<file path="src/rtl/mips_fetch_pkg.sv">
// Shared types and field geometry for the MIPS-style fetch unit.
package mips_fetch_pkg;

    typedef enum logic [1:0] {
        ST_IDLE,
        ST_REQ,
        ST_DRAIN,
        ST_HOLD
    } fetch_state_e;

    localparam int INSTR_W    = 32;
    localparam int OPCODE_MSB = 31;
    localparam int OPCODE_LSB = 26;
    localparam int ADDR16_W   = 16;
    localparam int ADDR26_W   = 26;

endpackage

</file>
<file path="src/rtl/fetch_timeout_counter.sv">
// Wait-cycle counter for an outstanding fetch; tc flags the last allowed cycle.
module fetch_timeout_counter
    import mips_fetch_pkg::*;
#(
    parameter int TIMEOUT_CYC = 15
) (
    input  logic clk,
    input  logic reset,
    input  logic clear,
    input  logic enable,
    output logic tc
);

    localparam int CNT_W = $clog2(TIMEOUT_CYC + 1);
    localparam logic [CNT_W-1:0] LAST = CNT_W'(TIMEOUT_CYC - 1);

    logic [CNT_W-1:0] cnt_q;
    logic [CNT_W-1:0] cnt_d;

    always_comb begin
        cnt_d = cnt_q;
        if (clear) begin
            cnt_d = '0;
        end else if (enable) begin
            cnt_d = cnt_q + CNT_W'(1);
        end
    end

    always_ff @(posedge clk) begin
        if (!reset) begin
            cnt_q <= '0;
        end else begin
            cnt_q <= cnt_d;
        end
    end

    // Abort on the cycle whose increment would reach TIMEOUT_CYC.
    assign tc = enable && (cnt_q == LAST);

endmodule

</file>
<file path="src/rtl/instruction_fetch_unit.sv">
// Instruction fetch: imem req/ack, instruction register, decode handshake.
// Optional FETCH_ALIGN_CHECK_EN rejects misaligned fetch addresses.
module instruction_fetch_unit
    import mips_fetch_pkg::*;
#(
    parameter int ADDR_W      = 32,
    parameter int DATA_W      = 32,
    parameter int TIMEOUT_CYC = 15
) (
    input  logic                clk,
    input  logic                reset,
    input  logic [ADDR_W-1:0]   fetch_addr,
    input  logic                fetch_req,
    input  logic                flush,
    output logic                stall,
    output logic                imem_req,
    output logic [ADDR_W-1:0]   imem_addr,
    input  logic                imem_ack,
    input  logic [DATA_W-1:0]   imem_rdata,
    output logic [DATA_W-1:0]   instr,
    output logic                instr_valid,
    input  logic                instr_ready,
    output logic [5:0]          opcode,
    output logic [ADDR16_W-1:0] field_addr16,
    output logic [ADDR26_W-1:0] field_addr26,
    output logic                bus_err,
    output logic                align_err
);

`ifdef FETCH_ALIGN_CHECK_EN
    localparam bit ALIGN_CHK = 1'b1;
`else
    localparam bit ALIGN_CHK = 1'b0;
`endif

    fetch_state_e      state_q, state_d;
    logic [ADDR_W-1:0] imem_addr_q, imem_addr_d;
    logic [DATA_W-1:0] instr_q, instr_d;
    logic              imem_req_q, imem_req_d;
    logic              instr_valid_q, instr_valid_d;
    logic              bus_err_q, bus_err_d;
    logic              align_err_q, align_err_d;
    logic              accept;
    logic              waiting;
    logic              misalign;
    logic              cnt_clear;
    logic              tmo;

    assign waiting  = (state_q == ST_REQ) || (state_q == ST_DRAIN);
    assign misalign = ALIGN_CHK && (fetch_addr[1:0] != 2'b00);

    always_comb begin
        state_d     = state_q;
        imem_addr_d = imem_addr_q;
        instr_d     = instr_q;
        bus_err_d   = bus_err_q;
        align_err_d = align_err_q;
        accept      = 1'b0;
        unique case (state_q)
            ST_IDLE: accept = fetch_req;
            ST_REQ: begin
                if (imem_ack) begin
                    state_d = flush ? ST_IDLE : ST_HOLD;
                    if (!flush) instr_d = imem_rdata;
                end else if (flush) begin
                    state_d = ST_DRAIN;
                end else if (tmo) begin
                    state_d   = ST_IDLE;
                    bus_err_d = 1'b1;
                end
            end
            ST_DRAIN: begin
                if (imem_ack) begin
                    state_d = ST_IDLE;
                end else if (tmo) begin
                    state_d   = ST_IDLE;
                    bus_err_d = 1'b1;
                end
            end
            ST_HOLD: begin
                if (flush) begin
                    state_d = ST_IDLE;
                end else if (instr_ready) begin
                    state_d = ST_IDLE;
                    accept  = fetch_req;
                end
            end
            default: state_d = ST_IDLE;
        endcase
        if (accept) begin
            if (misalign) begin
                align_err_d = 1'b1;
                state_d     = ST_IDLE;
            end else begin
                state_d     = ST_REQ;
                imem_addr_d = {fetch_addr[ADDR_W-1:2], 2'b00};
            end
        end
        imem_req_d    = (state_d == ST_REQ) || (state_d == ST_DRAIN);
        instr_valid_d = (state_d == ST_HOLD);
        // Restart the count on every entry into REQ or DRAIN.
        cnt_clear     = !waiting || (state_d != state_q);
    end

    always_ff @(posedge clk) begin
        if (!reset) begin
            state_q       <= ST_IDLE;
            imem_addr_q   <= '0;
            instr_q       <= '0;
            imem_req_q    <= 1'b0;
            instr_valid_q <= 1'b0;
            bus_err_q     <= 1'b0;
            align_err_q   <= 1'b0;
        end else begin
            state_q       <= state_d;
            imem_addr_q   <= imem_addr_d;
            instr_q       <= instr_d;
            imem_req_q    <= imem_req_d;
            instr_valid_q <= instr_valid_d;
            bus_err_q     <= bus_err_d;
            align_err_q   <= align_err_d;
        end
    end

    fetch_timeout_counter #(
        .TIMEOUT_CYC(TIMEOUT_CYC)
    ) u_tmo (
        .clk   (clk),
        .reset (reset),
        .clear (cnt_clear),
        .enable(waiting),
        .tc    (tmo)
    );

    assign stall        = waiting || ((state_q == ST_HOLD) && !instr_ready);
    assign imem_req     = imem_req_q;
    assign imem_addr    = imem_addr_q;
    assign instr        = instr_q;
    assign instr_valid  = instr_valid_q;
    assign bus_err      = bus_err_q;
    assign align_err    = ALIGN_CHK ? align_err_q : 1'b0;
    assign opcode       = instr_q[OPCODE_MSB:OPCODE_LSB];
    assign field_addr16 = instr_q[ADDR16_W-1:0];
    assign field_addr26 = instr_q[ADDR26_W-1:0];

endmodule

</file>
<file path="config.mk">
export PLATFORM = sky130hd
export DESIGN_NAME = instruction_fetch_unit
export DESIGN_NICKNAME = d
export VERILOG_FILES = /design/src/rtl/mips_fetch_pkg.sv /design/src/rtl/fetch_timeout_counter.sv /design/src/rtl/instruction_fetch_unit.sv
export SDC_FILE = /design/constraint.sdc
export NUM_CORES = 1
export LEC_CHECK = 0
export CAP_MARGIN = 0
export CORE_ASPECT_RATIO = 0.5
export CORE_MARGIN = 1.5
export CORE_UTILIZATION = 38
export DETAILED_ROUTE_END_ITERATION = 12
export DONT_BUFFER_PORTS = 1
export PLACE_DENSITY = 0.49
export SYNTH_ARGS = -nofsm -noshare
export SYNTH_HDL_FRONTEND = slang
export SYNTH_SLANG_ARGS = --single-unit
</file>
<file path="constraint.sdc">
create_clock -name clk -period 4.04 [get_ports clk]
set_input_delay 1.212 -clock clk [delete_from_list [all_inputs] [get_ports clk]]
set_output_delay 1.212 -clock clk [all_outputs]
set_load 0.05 [all_outputs]
</file>
======== Yosys cells after proc, flatten, opt, wreduce, memory -nomap -nowiden ========
Cells that the tools add are included.
storage, ports and cells
  logic and storage cells ................. 51
  register bits after elaboration ......... 71
  input bits .............................. 70
operators by class
  reductions and logical operators ........ 13
  bitwise operators ....................... 2
  eq/ne operators ......................... 11
  add/sub/neg operators ................... 1
  multiplexer cells ....................... 17
operator list
  kind                   number
  $mux W2                8
  $eq A2 B2 Y1 const B   4
  $mux W1                6
  $ne A2 B2 Y1 const B   3
  $pmux W2 S3            1
  $add A4 B1 Y4 const B  1
  $eq A2 B1 Y1 const B   2
  $eq A4 B4 Y1 const B   1
  $logic_or A1 B1 Y1     4
  $pmux W1 S2            2
  $reduce_and A4 Y1      1
  $reduce_and A3 Y1      1
  $logic_and A1 B1 Y1    2
  $logic_not A1 Y1       2
  $logic_not A2 Y1       1
  $ne A2 B2 Y1           1
  $not A1 Y1             2
  $reduce_bool A2 Y1     1
  $reduce_or A2 Y1       1

======== Depth between registers and ports, before layout ========
Gate-level depths: netlist of run 1.
  depth after elaboration ................. 11
  depth in mapped cells ................... 8

======== Cells and area by module ========
A second synthesis of run 1 with hierarchy kept.
unflattened totals
  cells, all modules ...................... 360
  area, all modules ....................... 3369.5 µm²
modules (own cells, without submodules)
  module                  cells each  sequential area each (µm²)  area an instance (µm²)  times used
  instruction_fetch_unit  339         1341.3                      3161.8                  1
  fetch_timeout_counter   21          80.1                        207.7                   1

======== Least setup slack after synthesis of run 1 ========
OpenSTA, ideal clock, no wires.
  kind .................................... input -> output
  start ................................... in instr_ready
  end ..................................... out stall
  arrival ................................. 1.639 ns
  slack ................................... 1.189 ns
  path buffers ............................ 0
  stages .................................. 2
  data required time ...................... 2.828 ns
  path through ............................ inv_1 > a21o_1
between the ends
  word-level cells in the longest chain between the ends .. 3
ends and longest elaborated chain
  what                 line                           RTL
  start: declaration   instruction_fetch_unit.sv:22   input logic instr_ready,
  $logic_not A1 Y1     instruction_fetch_unit.sv:135  assign stall = waiting || ((state_q == ST_HOLD) && !instr_ready);
  $logic_and A1 B1 Y1  instruction_fetch_unit.sv:135
  $logic_or A1 B1 Y1   instruction_fetch_unit.sv:135
  end: declaration     instruction_fetch_unit.sv:15   output logic stall,
Every way passes these cells.

======== Worst setup path in the final report of run 1 ========
Same ends and word-level chain as after synthesis.

==> metrics.txt, run 1 <==
half-perimeter wire length after placement=slightly below 5000 um; Core Footprint=slightly above 0.008 mm2; htree depth=3; # diodes=0; YS warnings=0; largest net degree at the start of global routing=slightly below 70; R2R cell count=6; CTS-repair resized insts=0; Clock Skew=about 4.6 ps; DR pass1 iterations=3; crit path kind=in -> out; hold crit path type=reg -> reg; Routability Congestion=around 0.8; first-pass GRT wire length=slightly above 10,000 um; syn_area_per_cell=around 8.4 um2; Max VDD drop=between 0.00015 and 0.0002 V; Root Buffer=clkbuf_16; crit path from=instr_ready; WL final=about 6800 um; CTS Hold Buffers Added=0; worst-margin pin slew=1050 ps; ranking of synthesized cells by area=dfxtp_1 (44%), nand2_1 (15%), a21boi_0 (13%), buf_4 (12%), ha_1 (3.1%); Netlist Area Pre-Place=~0.0032 mm2; static leakage=1.228 nW; crit-path max FO=2; I/O Pins=around 190; Seq/Total Area, Yosys=between 40% and 50%; Hold Crit Depth=2; top-count cell post-synth=nand2_1; RR Endpoint=imem_addr[25]; row cnt=23; DRT iter0 DRCs=54; R2R Setup Slk=approximately 1600 ps; top cells by count, synth=nand2_1 (127), dfxtp_1 (71), a21boi_0 (56); Hold Startpoint=instr[11]; nets=around 420; Final Hold Vio Count=0; Cell Chain, Critical Path=inv_1, a21o_1; via count=2,212; clock-pin slew on the worst setup and hold paths=approximately 50 ps; vias in the first global route=2,086; Initial Util=about two fifths; synthesized flop and latch total=just over 70; grt total ovfl=0; vias per inst=approximately 4.8; Area Overhead vs Synth=2.724%; min cycle time layout=around 2900 ps; Yosys cell types=33; max frequency=~350 MHz; Final Cycle Share=just over 70%; proportion of layout cells with a drive suffix above 1=9.855%; Yosys top cell area share=44.20%; crit end category=primary output; setup TNS=0 ps; GRT Overall Usage=between 10% and 20%; IO buf count=0; CTS tree=yes; cell family with most CP delay=compound AO/OA/AOI/OAI gates; dominant cell type by area after synthesis=dfxtp_1; Sink Count=71; clk_lat worst skew=320 ps; max-capacitance violation count=0; final hold slack=about 460 ps; outcome=finished clean; final setup violating endpoints=0; post-route DRC violation count=0; worst path arrival time=1660 ps; initial antenna violation count=0; Post-synth EDFFs=0; Hold EP=instr[11]; Critical R2R Launch=state_q[0]; Slowest cell on crit path=a21o_1; pwr/cell area=~560 mW/mm2; CP startpoint kind=primary input; Syn Inst Count=about 380; clk buf depth=2; slowest stage delay, CP=~400 ps; DIE AREA=between 0.009 and 0.01 mm2; Buf/Inv on CP=1; Max Transition Viols Final=0; antenna viol nets, final=0; unrepaired setup endpoints after global routing=no; die height=roughly 70 um; Worst slew margin=~30%; ys async rst share=0%; ys flop type=dfxtp_1; number of buffers created by CTS=9; WL per Instance=~15 um; Post-CTS Setup Inserts=0; WP data required=between 2000 and 3000 ps; width of the die=133.1 um
power breakdown:
part	total (mW)	switching, mW	internal (mW)	leakage [nW]
combinational	0.200	0.143	0.0577	0.514
clock	0.725	0.262	0.463	0.136
sequential	0.917	0.174	0.743	0.578
metrics by stage:
step	power (mW)	instances	util, %	cell area (um2)	setup slack (ps)
2_1_floorplan	1.120	384	-	3223	1189
3_3_place_gp	1.127	442	37.28	3025	1164
3_5_place_dp	1.136	442	37.28	3025	1164
4_1_cts	1.870	457	40.70	3303	1164
5_1_grt	1.931	457	40.70	3303	1095
6_report	1.843	457	40.70	3303	1167
layout make-up:
| class | count | area (um2) |
|---|---|---|
| Fill cell | 842 | 4812 |
| Sequential cell | 71 | 1423 |
| Tap cell | 112 | 140.1 |
| Timing Repair Buffer | 17 | 127.6 |
| Multi-Input combinational cell | 237 | 1316 |
| Inverter | 5 | 18.77 |
| Clock buffer | 15 | 277.8 |
registers in the layout, indices dropped and copies added, names as in the netlist:
register,flops
bus_err,1
imem_addr,30
imem_req,1
instr,32
instr_valid,1
state_q,2
u_tmo.cnt_q,4
placed cells by master (no fill, tap or decap), types with 4 or more instances in the layout:
cell,instances
a21boi_1,6
inv_1,5
nand2_1,127
ha_1,8
and2_1,5
nor4_1,4
a21boi_0,56
dfxtp_1,70
clkbuf_16,9
buf_4,17
worst max-delay path by stage:
stage	slack (ps)	end	cells after the start
2_1_floorplan	1190	stall	2
3_3_place_gp	1160	stall	2
3_5_place_dp	1160	stall	2
4_1_cts	1160	stall	2
5_1_grt	1090	stall	3
6_report	1170	stall	2
cells by family after synthesis:
family | count (synthesis) | synth area share, %
adder cells (fa/ha/maj) | 8 | 3.113
AND/OR/NAND/NOR | 148 | 19.26
other | 1 | 0.1166
XOR/XNOR | 3 | 0.8173
buffers and inverters | 76 | 15.10
flip-flops | 71 | 44.20
multiplexers | 1 | 0.3113
AO/OA/AOI/OAI | 74 | 17.08
metal layers:
| metal | GRT usage (%) | vias to the layer above | wire, um |
|---|---|---|---|
| met5 | 0 | - | 0 |
| met4 | 6.658 | 0 | 112 |
| met3 | 7.556 | 14 | 600 |
| met2 | 26.43 | 82 | 3278 |
| met1 | 15.49 | 1020 | 2833 |
| li1 | - | 1096 | - |
Note: power is estimated with default switching activity, not from simulation.
==> run 2, diff against run 1 <==
Settings changed: PLACE_DENSITY 0.49 to 0.51.
Clock period 4.04 ns to 2.59 ns, I/O delays scaled along.
==> run 2 against run 1 <==
Against the previous run: combinational power up 100%; largest power group unchanged; critical path depth up 1; critical path type is now reg -> out; sequential power up 48%; worst hold slack worse by 7.2 ps; critical endpoint unchanged; clock-buffer cell count down 1; sequential share of layout area down 2.7 points; first-iteration DRC count up 11%; via count up 5.2%; power up 58%; flip-flop and latch count unchanged; highest routed layer unchanged; global-route usage about the same; die area unchanged.
==> metrics.txt, run 2 (synthesized netlist as in run 1, its figures left out) <==
outcome=finished clean; unrepaired setup endpoints after global routing=no; DP Worst Slack=345.6 ps; Clk pwr share=between 30% and 40%; combinational share of power=between 10% and 20%; area occupied by multi-input gates=~0.0013 mm2; number of buffers created by CTS=9; Clock Skew=4.496 ps; Cell Chain, Critical Path=inv_1, ha_1, a21o_1; half-perimeter wire length after placement=4921 um; final design area excluding fillers=around 0.0035 mm2; row cnt=23; clock-pin slew on the worst setup and hold paths=about 50 ps; Sink Count=just over 70; Worst slew margin=~62%; Psw=between 0.9 and 1 mW; Routability Congestion=about 0.76; placed inst area=approximately 0.0032 mm2; setup TNS=0 ps; Initial Util=39.62%; filler instances=between 800 and 900; Slowest cell on crit path=dfxtp_1; final setup violating endpoints=0; crit end category=primary output; htree depth=3; GR Layer Usage met1=between 15 and 20%; CTS Hold Buffers Added=0; CP startpoint kind=register; met2 GRT Util=roughly a quarter; width of the die=133.1 um; first-pass GRT wire length=about 10,000 um; DRT iter0 DRCs=60; DIE AREA=slightly above 0.009 mm2; final setup margin=137.6 ps; grt total ovfl=0; initial antenna violation count=0; slowest stage delay, CP=~430 ps; DR pass1 iterations=4; worst-margin pin slew=~570 ps; Max VDD drop=between 0.0003 and 0.0004 V; # diodes=0; final hold slack=457.1 ps; Area Overhead vs Synth=9.572%; Util after Layout=a little over two fifths; nets=446; Root Buffer=clkbuf_16; Post-CTS Setup Inserts=0; Final Total Pwr=~2.9 mW; WL final=approximately 6800 um; via count=around 2.3k; WP data required=between 1500 and 2000 ps; CTS tree=yes; WL per Instance=around 14 um; max-capacitance violation count=0; max frequency=slightly above 400 MHz; Largest register FFs=32; clk_lat worst skew=~320 ps; Int Pwr=2.009 mW; cell family with most CP delay=flip-flops; vias in the first global route=2,123; antenna viol nets, final=0; Sw Ratio=30.94%; proportion of layout cells with a drive suffix above 1=between 10% and 20%; vias per inst=between 4 and 5; post-route DRC violation count=0; gr busiest metal=met2; CTS-repair resized insts=0; IO buf count=0; static leakage=around 1.4 nW; I/O Pins=around 190; worst path arrival time=around 1700 ps; clk buf depth=2; die height=68.05 um; crit path kind=reg -> out; min cycle time layout=about 2500 ps; Inst Count DP=around 470; Core Footprint=0.008115 mm2; GRT Overall Usage=14.92%; Seq pwr share=46.8%; met3 GRT Util=7.407%; final cell count without fillers=roughly 480; crit-path max FO=5; pwr/cell area=approximately 830 mW/mm2; Final Hold Vio Count=0; most frequent cells in the layout=nand2_1 (127), dfxtp_1 (71), a21boi_0 (56); Max Transition Viols Final=0; hold crit path type=reg -> reg; FF+latch area=about 0.0014 mm2; largest net degree at the start of global routing=69; Final Cycle Share=approximately 95%; most common cell after layout, fill and taps aside=nand2_1; Buf/Inv on CP=1
[run 2: changes by cell type in the layout (fill, tap and decap cells not counted), sizes merged]
cell,before,now
buf,17,44
clkbuf,15,14
[run 2: cell type report]
type	instances	share of cell area (%)
sequential	71	40.34
multi-input combinational	237	37.36
timing repair buffer	44	9.730
clock buffer	14	8.061
tap	112	3.977
inverter	5	0.5327
[run 2: worst paths after layout]
kind / startpoint / endpoint / slack, ps / depth (start not counted)
worst max-delay path: state_q[0] / stall / 140 / 3
worst min-delay path: instr[22] / instr[22] / 460 / 2
worst max register to register: state_q[0] / imem_addr[12] / 380 / 7
worst min register to register: instr[22] / instr[22] / 460 / 2
[run 2: metal layers]
metal  vias to the layer above  wire, um
met1                      1075      2823
met2                        97      3311
met5                         -         0
met3                         9       598
li1                       1145         -
met4                         0        61
[run 2: worst register-to-register path: stages, from the launching register on]
cell,delay [ps]
dfxtp_1,430
inv_1,130
ha_1,390
nor2b_1,200
o21a_1,380
buf_4,310
nand2_1,90
a21boi_0,190
[run 2: power by group through the flow]
stage,registers [mW],logic [mW],clock network (mW)
after floorplan,1.43,0.320,0
after global placement,1.38,0.393,0
after detailed placement,1.38,0.407,0
after CTS,1.36,0.408,1.18
after global routing,1.37,0.438,1.24
final,1.36,0.402,1.15
==> run 3, diff against run 2 <==
Settings changed: SETUP_SLACK_MARGIN set to 0.3, SKIP_LAST_GASP set to 1.
==> run 3 against run 2 <==
Against the previous run: critical path depth did not move; first-iteration DRC count is 3.3% lower; via count down 0.95%; register-to-register slack improved by 90 ps; largest cell class unchanged; non-clock buffer count did not move; final cell count unchanged; clock-buffer cell count is the same; power is 0.17% higher; critical path type unchanged; final area up 0.36%.
==> metrics.txt, run 3 (synthesized netlist as in run 1, its figures left out) <==
final cell count without fillers=approximately 480; slowest stage delay, CP=400 ps; vias per inst=about 4.8; first-pass GRT wire length=~10,000 um; Routability Congestion=between 0.7 and 0.8; Clock Skew=between 4 and 5 ps; vias in the first global route=2,130; static leakage=1.378 nW; most common cell after layout, fill and taps aside=nand2_1; Slowest cell on crit path=ha_2; pwr/cell area=slightly above 800 mW/mm2; # diodes=0; max-capacitance violation count=0; most frequent cells in the layout=nand2_1 (127), dfxtp_1 (70), a21boi_0 (56); clock-pin slew on the worst setup and hold paths=50 ps; DP Worst Slack=345.6 ps; final design area excluding fillers=0.003536 mm2; Largest register FFs=32; largest net degree at the start of global routing=69; WP data required=between 1500 and 2000 ps; Final Cycle Share=a little under nine tenths; CP startpoint kind=register; post-route DRC violation count=0; I/O Pins=187; row cnt=23; CTS tree=yes; unrepaired setup endpoints after global routing=no; Root Buffer=clkbuf_16; outcome=finished clean; crit-path max FO=5; crit path kind=reg -> out; number of buffers created by CTS=9; nets=about 450; hold crit path type=reg -> reg; worst-margin pin slew=roughly 570 ps; GRT Overall Usage=roughly 15%; CTS Hold Buffers Added=0; proportion of layout cells with a drive suffix above 1=between 10% and 20%; Area Overhead vs Synth=9.961%; clk_lat worst skew=about 320 ps; Core Footprint=0.008115 mm2; initial antenna violation count=0; die height=68.05 um; min cycle time layout=2206 ps; WL final=between 6000 and 7000 um; placed inst area=0.003239 mm2; Sink Count=71; Initial Util=39.62%; Cell Chain, Critical Path=inv_1, ha_2, a21o_4; worst path arrival time=roughly 1400 ps; Buf/Inv on CP=1; final setup margin=approximately 380 ps; half-perimeter wire length after placement=a little under 5000 um; DIE AREA=between 0.009 and 0.01 mm2; grt total ovfl=0; WL per Instance=roughly 14 um; Final Hold Vio Count=0; DRT iter0 DRCs=58; cell family with most CP delay=adder cells; Inst Count DP=approximately 470; antenna viol nets, final=0; max frequency=~450 MHz; crit end category=primary output; DR pass1 iterations=4; Max Transition Viols Final=0; via count=about 2.3k; clk buf depth=2; IO buf count=0; final setup violating endpoints=0; htree depth=3; setup TNS=0 ps; Worst slew margin=62.20%; Max VDD drop=around 0.00033 V; width of the die=133.1 um
[run 3: routing by layer]
metal	global-route usage, %	up-vias	part of all wire [%]
met5	0	-	0
met4	4.755	0	0.90
met3	7.407	9	9.1
met2	25.85	100	48
met1	16.59	1051	41
li1	-	1144	-
[run 3: layout make-up]
cell class                 count  area, um2
timing repair buffer          44      342.8
fill                         827       4579
inverter                       5      18.77
tap                          112      140.1
clock buffer                  14      284.0
multi-input combinational    237       1328
sequential                    71       1423
[run 3: final timing paths]
path	cells after the start	start	slack, ps	endpoint
setup reg to reg	8	state_q[1]	470	imem_req
setup / recovery	3	state_q[1]	380	stall
hold / removal	2	instr[22]	460	instr[22]
hold reg to reg	2	instr[22]	460	instr[22]
[run 3: report_power, final]
group          internal [mW]  switching [mW]
Clock                  0.742           0.403
Sequential              1.16           0.202
Combinational          0.113           0.294
Total                   2.01           0.900
[run 3: per-stage QoR]
step / power, mW / hold WS (ps) / util (%)
detailed placement: 1.792 / 451.7 / 39.92
global route: 3.048 / 479.2 / 43.57
floorplan: 1.747 / 452.5 / -
global placement: 1.776 / 442.8 / 39.92
finish: 2.914 / 457.1 / 43.57
CTS: 2.960 / 459.0 / 43.54
[run 3: repair_timing]
action                                  4_1_cts  5_1_grt
gates resized for setup                       3        2
setup buffers                                 0        0
endpoints found under the setup margin        1        2
[run 3: worst register-to-register path, cell delays in order, from the launching register on]
cell and delay [ps]:
dfxtp_1 380, inv_1 130, ha_2 400, nand4_1 160
o21ai_0 150, a21oi_1 100, or2_1 250, ha_1 290
and2_1 150
